<file path="config.mk">
export PLATFORM = sky130hd
export DESIGN_NAME = mult_div_unit_flat
export DESIGN_NICKNAME = d
export VERILOG_FILES = /design/src/rtl/mult_div_unit_if.sv /design/src/rtl/mult_div_unit.sv /design/src/flat_wrapper.sv
export SDC_FILE = /design/constraint.sdc
export NUM_CORES = 1
export LEC_CHECK = 0
export CORE_MARGIN = 2
export CORE_UTILIZATION = 55
export DETAILED_ROUTE_END_ITERATION = 12
export GPL_ROUTABILITY_DRIVEN = 0
export PLACE_DENSITY = 0.81
export SETUP_SLACK_MARGIN = 0.5
export SYNTH_ARGS = -nofsm -noshare
export SYNTH_HDL_FRONTEND = slang
export SYNTH_SLANG_ARGS = --single-unit
</file>
<file path="constraint.sdc">
create_clock -name clock -period 5.85 [get_ports clock]
set_input_delay 0.585 -clock clock [delete_from_list [all_inputs] [get_ports clock]]
set_output_delay 0.585 -clock clock [all_outputs]
set_load 0.02 [all_outputs]
</file>
<file path="src/rtl/mult_div_unit_if.sv">
// Operand/result bundle between the CPU control unit and mult_div_unit.
interface mult_div_unit_if #(parameter int WIDTH = 32);
  logic             start;
  logic             op;
  logic [WIDTH-1:0] src_a;
  logic [WIDTH-1:0] src_b;
  logic             busy;
  logic             done;
  logic             div_zero;
  logic [WIDTH-1:0] hi;
  logic [WIDTH-1:0] lo;

  modport master (output start, op, src_a, src_b,
                  input  busy, done, div_zero, hi, lo);
  modport slave  (input  start, op, src_a, src_b,
                  output busy, done, div_zero, hi, lo);
endinterface

</file>
<file path="src/rtl/mult_div_unit.sv">
// Multicycle signed multiply (radix-2 Booth) / divide (restoring) unit feeding HI/LO.
// Divider is present only when MULTDIV_DIV_EN is defined; otherwise DIV requests complete as no-ops.
module mult_div_unit #(parameter int WIDTH = 32) (
  input  logic           clock,
  input  logic           reset,
  mult_div_unit_if.slave bus
);
  // state | meaning
  // IDLE  | waiting for start
  // MULT  | one Booth step per cycle, WIDTH steps
  // DIV   | one restoring quotient bit per cycle, WIDTH steps
  // FIX   | apply result signs, write HI/LO
  // DONE  | done pulse, results held, start accepted
  localparam int            CW        = $clog2(WIDTH);
  localparam logic [CW-1:0] LAST_ITER = CW'(WIDTH - 1);

`ifdef MULTDIV_DIV_EN
  typedef enum logic [2:0] {IDLE, MULT, DIV, FIX, DONE} state_t;
`else
  typedef enum logic [1:0] {IDLE, MULT, DONE} state_t;
`endif

  state_t stateReg, stateNext;

  logic [2*WIDTH:0] acc, accNext;
  logic [WIDTH:0]   accUpper, boothSum;
  logic [WIDTH-1:0] multiplicand;
  logic [CW-1:0]    iterCnt;
  logic [WIDTH-1:0] hiReg, loReg;
  logic             busyReg, doneReg, divZeroReg;
  logic             accept, lastIter, busyNext;

  assign accept   = bus.start && (stateReg == IDLE || stateReg == DONE);
  assign lastIter = (iterCnt == LAST_ITER);

  always_ff @(posedge clock or posedge reset) begin
    if (reset) stateReg <= IDLE;
    else       stateReg <= stateNext;
  end

  always_comb begin
    stateNext = stateReg;
    case (stateReg)
      IDLE, DONE: begin
        if (!bus.start)  stateNext = IDLE;
        else if (!bus.op) stateNext = MULT;
`ifdef MULTDIV_DIV_EN
        else if (bus.src_b != '0) stateNext = DIV;
`endif
        else stateNext = DONE;
      end
      MULT: if (lastIter) stateNext = DONE;
`ifdef MULTDIV_DIV_EN
      DIV:  if (lastIter) stateNext = FIX;
      FIX:  stateNext = DONE;
`endif
      default: stateNext = IDLE;
    endcase
    busyNext = (stateNext != IDLE) && (stateNext != DONE);
  end

  // Upper half is widened by one bit so subtracting the most negative multiplicand cannot overflow.
  always_comb begin
    accUpper = {acc[2*WIDTH], acc[2*WIDTH:WIDTH+1]};
    case (acc[1:0])
      2'b01:   boothSum = accUpper + {multiplicand[WIDTH-1], multiplicand};
      2'b10:   boothSum = accUpper - {multiplicand[WIDTH-1], multiplicand};
      default: boothSum = accUpper;
    endcase
    accNext = {boothSum, acc[WIDTH:1]};
  end

`ifdef MULTDIV_DIV_EN
  logic [WIDTH-1:0] divisor, quo, rem, remDiff, absA, absB;
  logic [WIDTH:0]   remShift;
  logic             remGe, signDividend, signQuo;

  always_comb begin
    absA     = bus.src_a[WIDTH-1] ? -bus.src_a : bus.src_a;
    absB     = bus.src_b[WIDTH-1] ? -bus.src_b : bus.src_b;
    remShift = {rem, quo[WIDTH-1]};
    remGe    = (remShift >= {1'b0, divisor});
    remDiff  = remShift[WIDTH-1:0] - divisor;
  end
`endif

  always_ff @(posedge clock or posedge reset) begin
    if (reset) begin
      acc          <= '0;
      multiplicand <= '0;
      iterCnt      <= '0;
      hiReg        <= '0;
      loReg        <= '0;
      busyReg      <= 1'b0;
      doneReg      <= 1'b0;
      divZeroReg   <= 1'b0;
`ifdef MULTDIV_DIV_EN
      divisor      <= '0;
      quo          <= '0;
      rem          <= '0;
      signDividend <= 1'b0;
      signQuo      <= 1'b0;
`endif
    end else begin
      busyReg <= busyNext;
      doneReg <= (stateNext == DONE);
      if (accept) begin
        divZeroReg <= 1'b0;
        iterCnt    <= '0;
        if (!bus.op) begin
          acc          <= {{WIDTH{1'b0}}, bus.src_a, 1'b0};
          multiplicand <= bus.src_b;
        end
`ifdef MULTDIV_DIV_EN
        else if (bus.src_b == '0) begin
          divZeroReg <= 1'b1;
        end else begin
          rem          <= '0;
          quo          <= absA;
          divisor      <= absB;
          signDividend <= bus.src_a[WIDTH-1];
          signQuo      <= bus.src_a[WIDTH-1] ^ bus.src_b[WIDTH-1];
        end
`endif
      end else begin
        case (stateReg)
          MULT: begin
            acc     <= accNext;
            iterCnt <= iterCnt + CW'(1);
            if (lastIter) begin
              hiReg <= accNext[2*WIDTH:WIDTH+1];
              loReg <= accNext[WIDTH:1];
            end
          end
`ifdef MULTDIV_DIV_EN
          DIV: begin
            iterCnt <= iterCnt + CW'(1);
            quo     <= {quo[WIDTH-2:0], remGe};
            rem     <= remGe ? remDiff : remShift[WIDTH-1:0];
          end
          FIX: begin
            loReg <= signQuo      ? -quo : quo;
            hiReg <= signDividend ? -rem : rem;
          end
`endif
          default: ;
        endcase
      end
    end
  end

  assign bus.busy     = busyReg;
  assign bus.done     = doneReg;
  assign bus.div_zero = divZeroReg;
  assign bus.hi       = hiReg;
  assign bus.lo       = loReg;
endmodule

</file>
<file path="src/flat_wrapper.sv">
// flat-port wrapper written by rule: the top's interface ports become plain ports
module mult_div_unit_flat 
#(parameter int WIDTH = 32)
  (clock, reset, bus_start, bus_op, bus_src_a, bus_src_b, bus_busy, bus_done, bus_div_zero, bus_hi, bus_lo);
  mult_div_unit_if #(.WIDTH(WIDTH)) bus_i ();
  input  logic clock;
  input  logic reset;
  input wire logic [$bits(bus_i.start)-1:0] bus_start;
  input wire logic [$bits(bus_i.op)-1:0] bus_op;
  input wire logic [$bits(bus_i.src_a)-1:0] bus_src_a;
  input wire logic [$bits(bus_i.src_b)-1:0] bus_src_b;
  output wire logic [$bits(bus_i.busy)-1:0] bus_busy;
  output wire logic [$bits(bus_i.done)-1:0] bus_done;
  output wire logic [$bits(bus_i.div_zero)-1:0] bus_div_zero;
  output wire logic [$bits(bus_i.hi)-1:0] bus_hi;
  output wire logic [$bits(bus_i.lo)-1:0] bus_lo;
  assign bus_i.start = bus_start;
  assign bus_i.op = bus_op;
  assign bus_i.src_a = bus_src_a;
  assign bus_i.src_b = bus_src_b;
  assign bus_busy = bus_i.busy;
  assign bus_done = bus_i.done;
  assign bus_div_zero = bus_i.div_zero;
  assign bus_hi = bus_i.hi;
  assign bus_lo = bus_i.lo;
  mult_div_unit #(.WIDTH(WIDTH)) u_core (.clock(clock), .reset(reset), .bus(bus_i));
endmodule
</file>
==> impl_metrics.toml, run 1 <==
[clock_tree]
ctsHoldBuffers = 0
cts_tree = "built"
cts_setup_buffers = 0
cts_buffer_depth = 2
insertion_delay_ns = 0.44
cts.sinks = 169
clk_pin_slew_worst_paths_ns = 0.07
cts_resized = 0
numCtsBuffers = 17
ctsRootBufferMaster = "clkbuf_16"
cts_max_level = 4

[final_layout]
final_cell_count_no_fill = 1463
postLayoutCoreUtil_pct = 68.8
area_delta_synth_final_pct = 21.8
diodes = 0
drive_gt1_share_pct = 4.99
nets = 1335

[timing]
finalSetupViolations = 0
period_share_pct = 78.2
rsz0062_at_grt = "false"
tns_ns = 0
tightest_slew_ns = 1.08
fmax_mhz = 219
layout_setup_ws_ns = 1.28
min_period_ns = 4.57
skew_ns = 0.0106
drv_slew = 0
maxSlewHeadroom_pct = 27.9
hold_viol_final = 0

[setup_path]
critPathLaunchType = "flip-flop"
critPathBufInv = 0
crit_fanout = 9
crit_required_ns = 6.15
crit_arrival_ns = 4.87
endpoint_kind = "flip-flop"
crit_chain = "or4_4, nor4b_4, nor3b_1, nor2_1, a21o_1, xnor2_1, ha_1, and3_1, a221o_1, a21o_1, a311o_1, a21oi_2, mux2i_1, o211ai_1"
critPathSlowestCell = "or4_4"
cp_slowest_stage_delay_ns = 0.59
path_common_cell = "a21o_1"
r2r_start = "u_core.multiplicand[2]"
crit_family = "simple AND/OR/NAND/NOR gates"
crit_start = "u_core.multiplicand[2]"
critPathKind = "reg -> reg"

[synth]
synth_top_area_share_pct = 45.0
synth_commonest_cells = "nand2_1 (330), dfrtp_1 (169), o21ai_0 (89)"
yosys-top-cells-area = "dfrtp_1 (45%), nand2_1 (13%), ha_1 (4.8%), o21ai_0 (4.7%), xnor2_1 (4.2%)"
synth_most_common_cell = "nand2_1"
synth_nets = 1240
async_flop_share_pct = 100
yosysWarnings = 0
netlist_area_um2 = 9400
ys_seq_area_share_pct = 45.0
ys_ff_latch = 169
ys.flop_type = "dfrtp_1"
postSynthCellCount = 1135
synth-edff-count = 0
syn_avg_cell_area_um2 = 8.28
synth_top_area_cell = "dfrtp_1"
yosysUniqueCellTypes = 64

[detailed_routing]
drt_iter0_markers = 673
routed_wl_mm = 23.3
wl_per_cell_um = 15.9
route.detailed.drc = 0
drtPass1Iterations = 5
ant_nets = 0
via_per_inst = 5.72
via_count = 8374

[global_routing]
antenna_found_initial = 0
track_usage_pct = 26.4
grt_pass1_wl_mm = 38.4
grt_max_degree = 70
grt_pass1_vias = 7688
grt.overflow.total = 0

[floorplan]
die_width_um = 135
die_area_um2 = 18200
dieHeight_um = 135
initial_core_util_pct = 56.5
io_pins = 135
num_rows = 47
core_um2 = 16600

[power]
powerDensity_nw_per_um2 = 686
p_leak_nw = 5.22
ir_worst_vdd_uv = 368

[min_path]
worstHoldPathType = "reg -> reg"
min-delay-start = "u_core.bus.lo[25]"

[placement]
numPortBuffers = 133
hpwl_mm = 16.6
dp.cells = 1431
place_ws_ns = 1.35

[outcome]
status = "finished clean"

[job]
max_cap_violations = 0
[per-layer routing]
layer / GRT usage [%] / routed length, um / part of all wire, %
met5: 0 / 0 / 0
met4: 8.65 / 487 / 2.1
met3: 5.26 / 1830 / 7.9
met2: 38.6 / 10200 / 44
met1: 39.5 / 10800 / 46
[flip-flops by register name, indices dropped and copies added (netlist names)]
signal               cells
u_core.bus.done          1
u_core.stateReg          2
u_core.bus.hi           32
u_core.acc              65
u_core.multiplicand     32
u_core.bus.lo           32
u_core.iterCnt           5
[path summary, 6_finish.rpt]
path	end	slack (ns)	depth (start not counted)
setup / recovery	u_core.bus.hi[31]	1.28	14
hold / removal	u_core.bus.lo[25]	0.48	2
setup reg to reg	u_core.bus.hi[31]	1.28	14
hold reg to reg	u_core.bus.lo[25]	0.48	2
max in group asynchronous	u_core.acc[45]	4.17	3
min in group asynchronous	u_core.bus.lo[0]	0.58	2
[worst reg2reg max path: stages, from the launching register on]
cell,delay [ns]
dfrtp_1,0.44
or4_4,0.59
nor4b_4,0.47
nor3b_1,0.43
nor2_1,0.13
a21o_1,0.23
xnor2_1,0.14
ha_1,0.39
and3_1,0.25
a221o_1,0.37
a21o_1,0.19
a311o_1,0.31
a21oi_2,0.18
mux2i_1,0.21
o211ai_1,0.10
[stage by stage]
stage | total power [mW] | instance area [um^2] | hold WS [ns]
floorplan | 5.48 | 9400 | 0.449
global placement | 6.42 | 10800 | 0.457
detailed placement | 6.56 | 10800 | 0.461
CTS | 7.75 | 11400 | 0.480
global route | 8.50 | 11400 | 0.500
finish | 7.85 | 11400 | 0.475
[power breakdown]
part / total, mW / switching [mW] / internal [mW]
combinational: 4.78 / 2.95 / 1.83
sequential: 1.90 / 0.375 / 1.53
clock: 1.17 / 0.538 / 0.627
total: 7.85 / 3.86 / 3.99
[logic make-up after synthesis]
| logic type | after synthesis | synth area share [%] |
|---|---|---|
| multiplexers | 11 | 1.18 |
| other | 1 | 0.0399 |
| flip-flops | 169 | 45.0 |
| buffers and inverters | 84 | 3.51 |
| XOR/XNOR | 57 | 5.39 |
| adder cells (fa/ha/maj) | 37 | 5.00 |
| AND/OR/NAND/NOR | 518 | 23.5 |
| AO/OA/AOI/OAI | 258 | 16.4 |
[cell usage in the layout, fill, tap and decap left out, types with 6 or more instances in the layout]
| master | netlist | routed |
|---|---|---|
| o31ai_1 | 7 | 7 |
| xor2_1 | 11 | 11 |
| nor3_1 | 11 | 11 |
| ha_1 | 36 | 36 |
| inv_1 | 16 | 15 |
| nor4_1 | 6 | 6 |
| a31oi_1 | 44 | 44 |
| and3_1 | 7 | 7 |
| o211ai_1 | 6 | 6 |
| clkbuf_16 | 0 | 17 |
| buf_4 | 2 | 11 |
| xnor2_1 | 45 | 45 |
| nand4_1 | 10 | 10 |
| a21o_1 | 12 | 12 |
| nand3_1 | 32 | 32 |
| nand2_1 | 330 | 328 |
| mux2i_1 | 10 | 10 |
| clkdlybuf4s50_1 | 0 | 133 |
| o21ai_0 | 89 | 89 |
| nor2_1 | 87 | 86 |
| a21oi_1 | 58 | 58 |
| dfrtp_1 | 169 | 169 |
| inv_8 | 0 | 6 |
[final cells by class]
| class | instances | area (um^2) |
|---|---|---|
| Timing Repair Buffer | 144 | 1410 |
| Multi-Input combinational cell | 882 | 4850 |
| Inverter | 16 | 65.1 |
| Clock inverter | 14 | 174 |
| Sequential cell | 169 | 4230 |
| Fill cell | 1339 | 5190 |
| Clock buffer | 18 | 439 |
| Tap cell | 220 | 275 |
No activity file was read; power rests on OpenSTA's default activity.
==> run 2, diff against run 1 <==
Clock period 5.85 ns to 4.3 ns, I/O delays scaled along.
==> run 2 against run 1 <==
Effect of this change: clock-buffer cell count fell by 1; setup slack got worse by 1.2 ns; register-to-register slack got worse by 1.2 ns; utilization rose by 7.1 points; die area did not move.
==> impl_metrics.toml, run 2 (same netlist as run 1, synthesis figures left out) <==
[outcome]
status = "finished clean"

[timing]
finalSetupViolations = 0
hold_viol_final = 0
fmax_mhz = 234
tightest_slew_ns = 1.19
drv_slew = 0
maxSlewHeadroom_pct = 20.1
min_period_ns = 4.27
timing.hold.ws_ns = 0.473
tns_ns = 0
period_share_pct = 99.3
rsz0062_at_grt = "true"
skew_ns = 0.0114

[setup_path]
crit_path_end = "u_core.acc[60]"
crit_arrival_ns = 4.58
r2r_slack_ns = 0.03
rr_endpoint = "u_core.acc[60]"
crit_fanout = 5
rr_worst_depth = 16
endpoint_kind = "flip-flop"
critPathSlowestCell = "or4_4"
crit_required_ns = 4.61
crit_chain = "or4_4, nor2_4, nand3b_1, buf_4, nor4_4, buf_4, a21oi_2, xnor2_1, ha_1, nand2_2, or3_4, o32a_1, a21oi_2, a31oi_1, xor2_1, o211ai_1"
cp_slowest_stage_delay_ns = 0.59
crit_start = "u_core.multiplicand[4]"
critPathLaunchType = "flip-flop"
critPathKind = "reg -> reg"
r2r_start = "u_core.multiplicand[4]"

[final_layout]
drive_gt1_share_pct = 18.0
multi_input_area_um2 = 5520
final.fill_count = 1075
layout_commonest_cell = "nand2_1"
nets = 1403
area_delta_synth_final_pct = 34.3
diodes = 0
max_flop_register = "u_core.acc"
postLayoutCoreUtil_pct = 75.9
layout_common_cells = "nand2_1 (318), dfrtp_1 (169), clkdlybuf4s50_1 (133), nor2_1 (77), buf_4 (71)"
largest_reg_flops = 65
seqCellArea_um2 = 4230

[detailed_routing]
ant_nets = 0
wl_per_cell_um = 20.2
via_per_inst = 6.31
via_count = 9654
route.detailed.drc = 0
drt_iter0_markers = 1105
drtPass1Iterations = 6
routed_wl_mm = 30.9

[min_path]
worstHoldPathType = "reg -> reg"

[global_routing]
track_usage_pct = 29.0
grt_pass1_wl_mm = 42.1
antenna_found_initial = 0
grt_pass1_vias = 8428
grt_max_degree = 170
grt.overflow.total = 0

[clock_tree]
cts_buffer_depth = 2
cts_tree = "built"
ctsHoldBuffers = 0
insertion_delay_ns = 0.44
ctsRootBufferMaster = "clkbuf_16"
numCtsBuffers = 17
cts_max_level = 4
cts.sinks = 169
clk_pin_slew_worst_paths_ns = 0.07

[placement]
numPortBuffers = 133
hpwl_mm = 16.7

[floorplan]
dieHeight_um = 135
io_pins = 135
initial_core_util_pct = 56.5
die_width_um = 135
num_rows = 47
die_area_um2 = 18200
core_um2 = 16600

[job]
max_cap_violations = 0
[run 2: cell types whose count changed in the layout (fill, tap and decap cells not counted), moves of 9 or more]
cell / delta
buf_4: +60
nand2_1: -10
xnor2_2: +9
a21oi_1: -20
a21oi_2: +16
xnor2_1: -10
o21ai_2: +12
o21ai_0: -28
ha_1: -16
nand2_2: +10
nor2_1: -9
o21ai_1: +14
[run 2: layout make-up]
class | count | area share [%]
well taps | 220 | 2.18
repair buffers | 212 | 15.6
multi-input cells | 882 | 43.7
clock buffers | 17 | 3.37
clock inverters | 13 | 1.15
flip-flops and latches | 169 | 33.5
inverters | 16 | 0.505
[run 2: worst min path at each step]
stage                           start                 to  slack, ns  cells after the start
floorplan           u_core.iterCnt[3]  u_core.iterCnt[3]       0.45                      1
global placement    u_core.bus.lo[18]  u_core.bus.lo[18]       0.46                      2
detailed placement  u_core.bus.lo[30]  u_core.bus.lo[30]       0.46                      2
CTS                 u_core.bus.lo[15]  u_core.bus.lo[15]       0.48                      2
global route         u_core.bus.lo[5]   u_core.bus.lo[5]       0.50                      2
finish              u_core.bus.lo[16]  u_core.bus.lo[16]       0.47                      2
[run 2: metrics by stage]
stage | area (um^2) | std cells | setup slack (ns)
final | 12600 | 1529 | 0.0310
after CTS | 11900 | 1499 | 0.316
after global routing | 12600 | 1529 | -0.00676
after floorplan | 9430 | 1135 | 0.485
after global placement | 10900 | 1435 | 0.255
after detailed placement | 10900 | 1435 | 0.136
[run 2: worst max-delay path: cells and delay by family (launching register included)]
kind,cells,cell delay [ns]
AND/OR/NAND/NOR,6,1.52
flip-flops,1,0.40
XOR/XNOR,2,0.43
adder cells (fa/ha/maj),1,0.39
buffers and inverters,2,0.37
AO/OA/AOI/OAI,5,1.02
[run 2: repair_timing]
item                       CTS  global route
pin swaps                   48            99
setup endpoints to repair   33            48
buffers inserted            34            30
resized for setup           52           116
[run 2: per-layer routing]
| metal | vias to the layer above | wire (um) | GRT usage [%] |
|---|---|---|---|
| met4 | 0 | 2020 | 8.60 |
| met5 | - | 0 | 0 |
| met1 | 4488 | 11900 | 41.9 |
| met3 | 230 | 3120 | 5.67 |
| li1 | 4224 | - | - |
| met2 | 712 | 13800 | 44.7 |
Power of run 2 is left out: the tool's default activity adds up to more than one toggle a clock period on the data nets, which glitch-free logic cannot reach.
==> run 3, diff against run 2 <==
Settings changed: CORE_UTILIZATION 55 to 57, CTS_BUF_LIST set to sky130_fd_sc_hd__clkbuf_4, PLACE_DENSITY 0.81 to 0.84.
==> run 3 against run 2 <==
Effect of this change: the flow now finishes with violations (negative setup slack); sequential cell count did not move; worst hold slack got worse by 0.40 ns; utilization fell by 0.18 points; final cell count fell by 0.85%; global-route usage fell by 0.39 points; clock-buffer cell count did not move; wire length fell by 8.9%; setup slack got worse by 0.15 ns; highest routed layer unchanged; fmax fell by 3.3%.
==> impl_metrics.toml, run 3 (same netlist as run 1, synthesis figures left out) <==
[final_layout]
multi_input_area_um2 = 5360
drive_gt1_share_pct = 15.5
final_cell_count_no_fill = 1516
design_area_um2 = 12100
postLayoutCoreUtil_pct = 75.7
largest_reg_flops = 65
final.fill_count = 1089
area_delta_synth_final_pct = 28.8
layout_commonest_cell = "nand2_1"
layout_common_cells = "nand2_1 (321), dfrtp_1 (169), clkdlybuf4s50_1 (133), nor2_1 (78), buf_4 (64)"
seqCellArea_um2 = 4230
max_flop_register = "u_core.acc"
nets = 1391

[clock_tree]
numCtsBuffers = 17
ctsRootBufferMaster = "clkbuf_4"
cts_tree = "built"
insertion_delay_ns = 0.61
cts_buffer_depth = 2
clk_pin_slew_worst_paths_ns = 0.16
cts_max_level = 4
cts.sinks = 169

[timing]
skew_ns = 0.0304
tightest_slew_ns = 1.12
hold_viol_final = 0
rsz0062_at_grt = "true"
fmax_mhz = 226
drv_slew = 0
layout_setup_ws_ns = -0.117
maxSlewHeadroom_pct = 25.1
finalSetupViolations = 9
min_period_ns = 4.42
period_share_pct = 103

[detailed_routing]
wl_per_cell_um = 18.5
route.detailed.drc = 0
routed_wl_mm = 28.1
via_count = 9349
drt_iter0_markers = 1261
ant_nets = 0
drtPass1Iterations = 6
via_per_inst = 6.17

[setup_path]
endpoint_kind = "flip-flop"
critPathKind = "reg -> reg"
critPathLaunchType = "flip-flop"
crit_fanout = 12
crit_arrival_ns = 4.89
crit_required_ns = 4.77

[placement]
place_area_um2 = 10900
numPortBuffers = 133
dp.cells = 1433
hpwl_mm = 17.0

[global_routing]
grt_pass1_wl_mm = 40.9
grt_pass1_vias = 8152
track_usage_pct = 28.6
grt_max_degree = 83
antenna_found_initial = 1
grt.overflow.total = 0

[min_path]
worstHoldPathType = "in -> async"

[floorplan]
die_area_um2 = 17500
core_um2 = 16000
io_pins = 135
dieHeight_um = 132
die_width_um = 132
num_rows = 46
initial_core_util_pct = 58.8

[job]
max_cap_violations = 0

[outcome]
violations = "negative setup slack"
status = "complete, but fails checks"
-- run 3: cell types whose count changed in the layout (fill, tap and decap cells not counted), sizes merged --
| cell | previous run | this run |
|---|---|---|
| buf | 79 | 67 |
| clkinv | 5 | 2 |
| inv | 19 | 22 |
| bufinv | 2 | 3 |
| clkinvlp | 3 | 4 |
| diode | 0 | 1 |
-- run 3: path summary, 6_finish.rpt --
kind                                        start                      to  slack [ns]  depth (start not counted)
max                        u_core.multiplicand[5]       u_core.bus.hi[29]       -0.12                         16
max reg2reg                u_core.multiplicand[5]       u_core.bus.hi[29]       -0.12                         16
min                                         reset        u_core.bus.lo[3]        0.07                          2
max in group asynchronous                   reset       u_core.bus.lo[30]        3.48                          3
min reg2reg                     u_core.bus.lo[25]       u_core.bus.lo[25]        0.49                          2
min in group clock                   bus_src_b[8]  u_core.multiplicand[8]        0.31                          3
-- run 3: layer usage --
| metal | routed length (um) | vias up | global-route usage (%) |
|---|---|---|---|
| met1 | 11100 | 4373 | 42.6 |
| met2 | 12600 | 650 | 42.9 |
| met4 | 1110 | 0 | 9.32 |
| li1 | - | 4194 | - |
| met3 | 3270 | 132 | 4.71 |
| met5 | 0 | - | 0 |
-- run 3: layout make-up --
cell class                      count  share of cell area [%]
Antenna cell                        1                  0.0207
Clock inverter                     15                    1.70
Tap cell                          216                    2.23
Sequential cell                   169                    34.9
Clock buffer                       17                    1.05
Timing Repair Buffer              200                    15.3
Inverter                           16                   0.527
Multi-Input combinational cell    882                    44.3
-- run 3: what timing repair did --
item	in CTS	in global routing
hold buffers	0	0
endpoints found under the setup margin	30	48
endpoints found under the hold margin	0	0
gates resized for setup	34	100
pin swaps	24	67
cloned	0	0
setup buffers	23	27
-- run 3: stage by stage --
stage	setup TNS, ns	worst slack [ns]	hold slack, ns
finish	-0.360	-0.117	0.0745
global route	-2.04	-0.188	0.0794
CTS	0	0.273	0.0547
detailed placement	0	0.145	0.463
global placement	0	0.260	0.456
floorplan	0	0.485	0.449
-- run 3: worst max-delay path: stages, from the launching register on --
cell and delay [ns]:
dfrtp_1 0.41, or4_4 0.58, nor2_4 0.11, nand3b_1 0.18
nor2_2 0.21, nand2_2 0.13, nor2_4 0.14, buf_4 0.12
a21oi_1 0.08, xnor2_1 0.32, ha_1 0.46, a31oi_1 0.39
o21ai_0 0.19, a21o_1 0.26, a2111oi_2 0.39, a211o_1 0.21
o31ai_2 0.08
Power of run 3 is left out for the same reason.
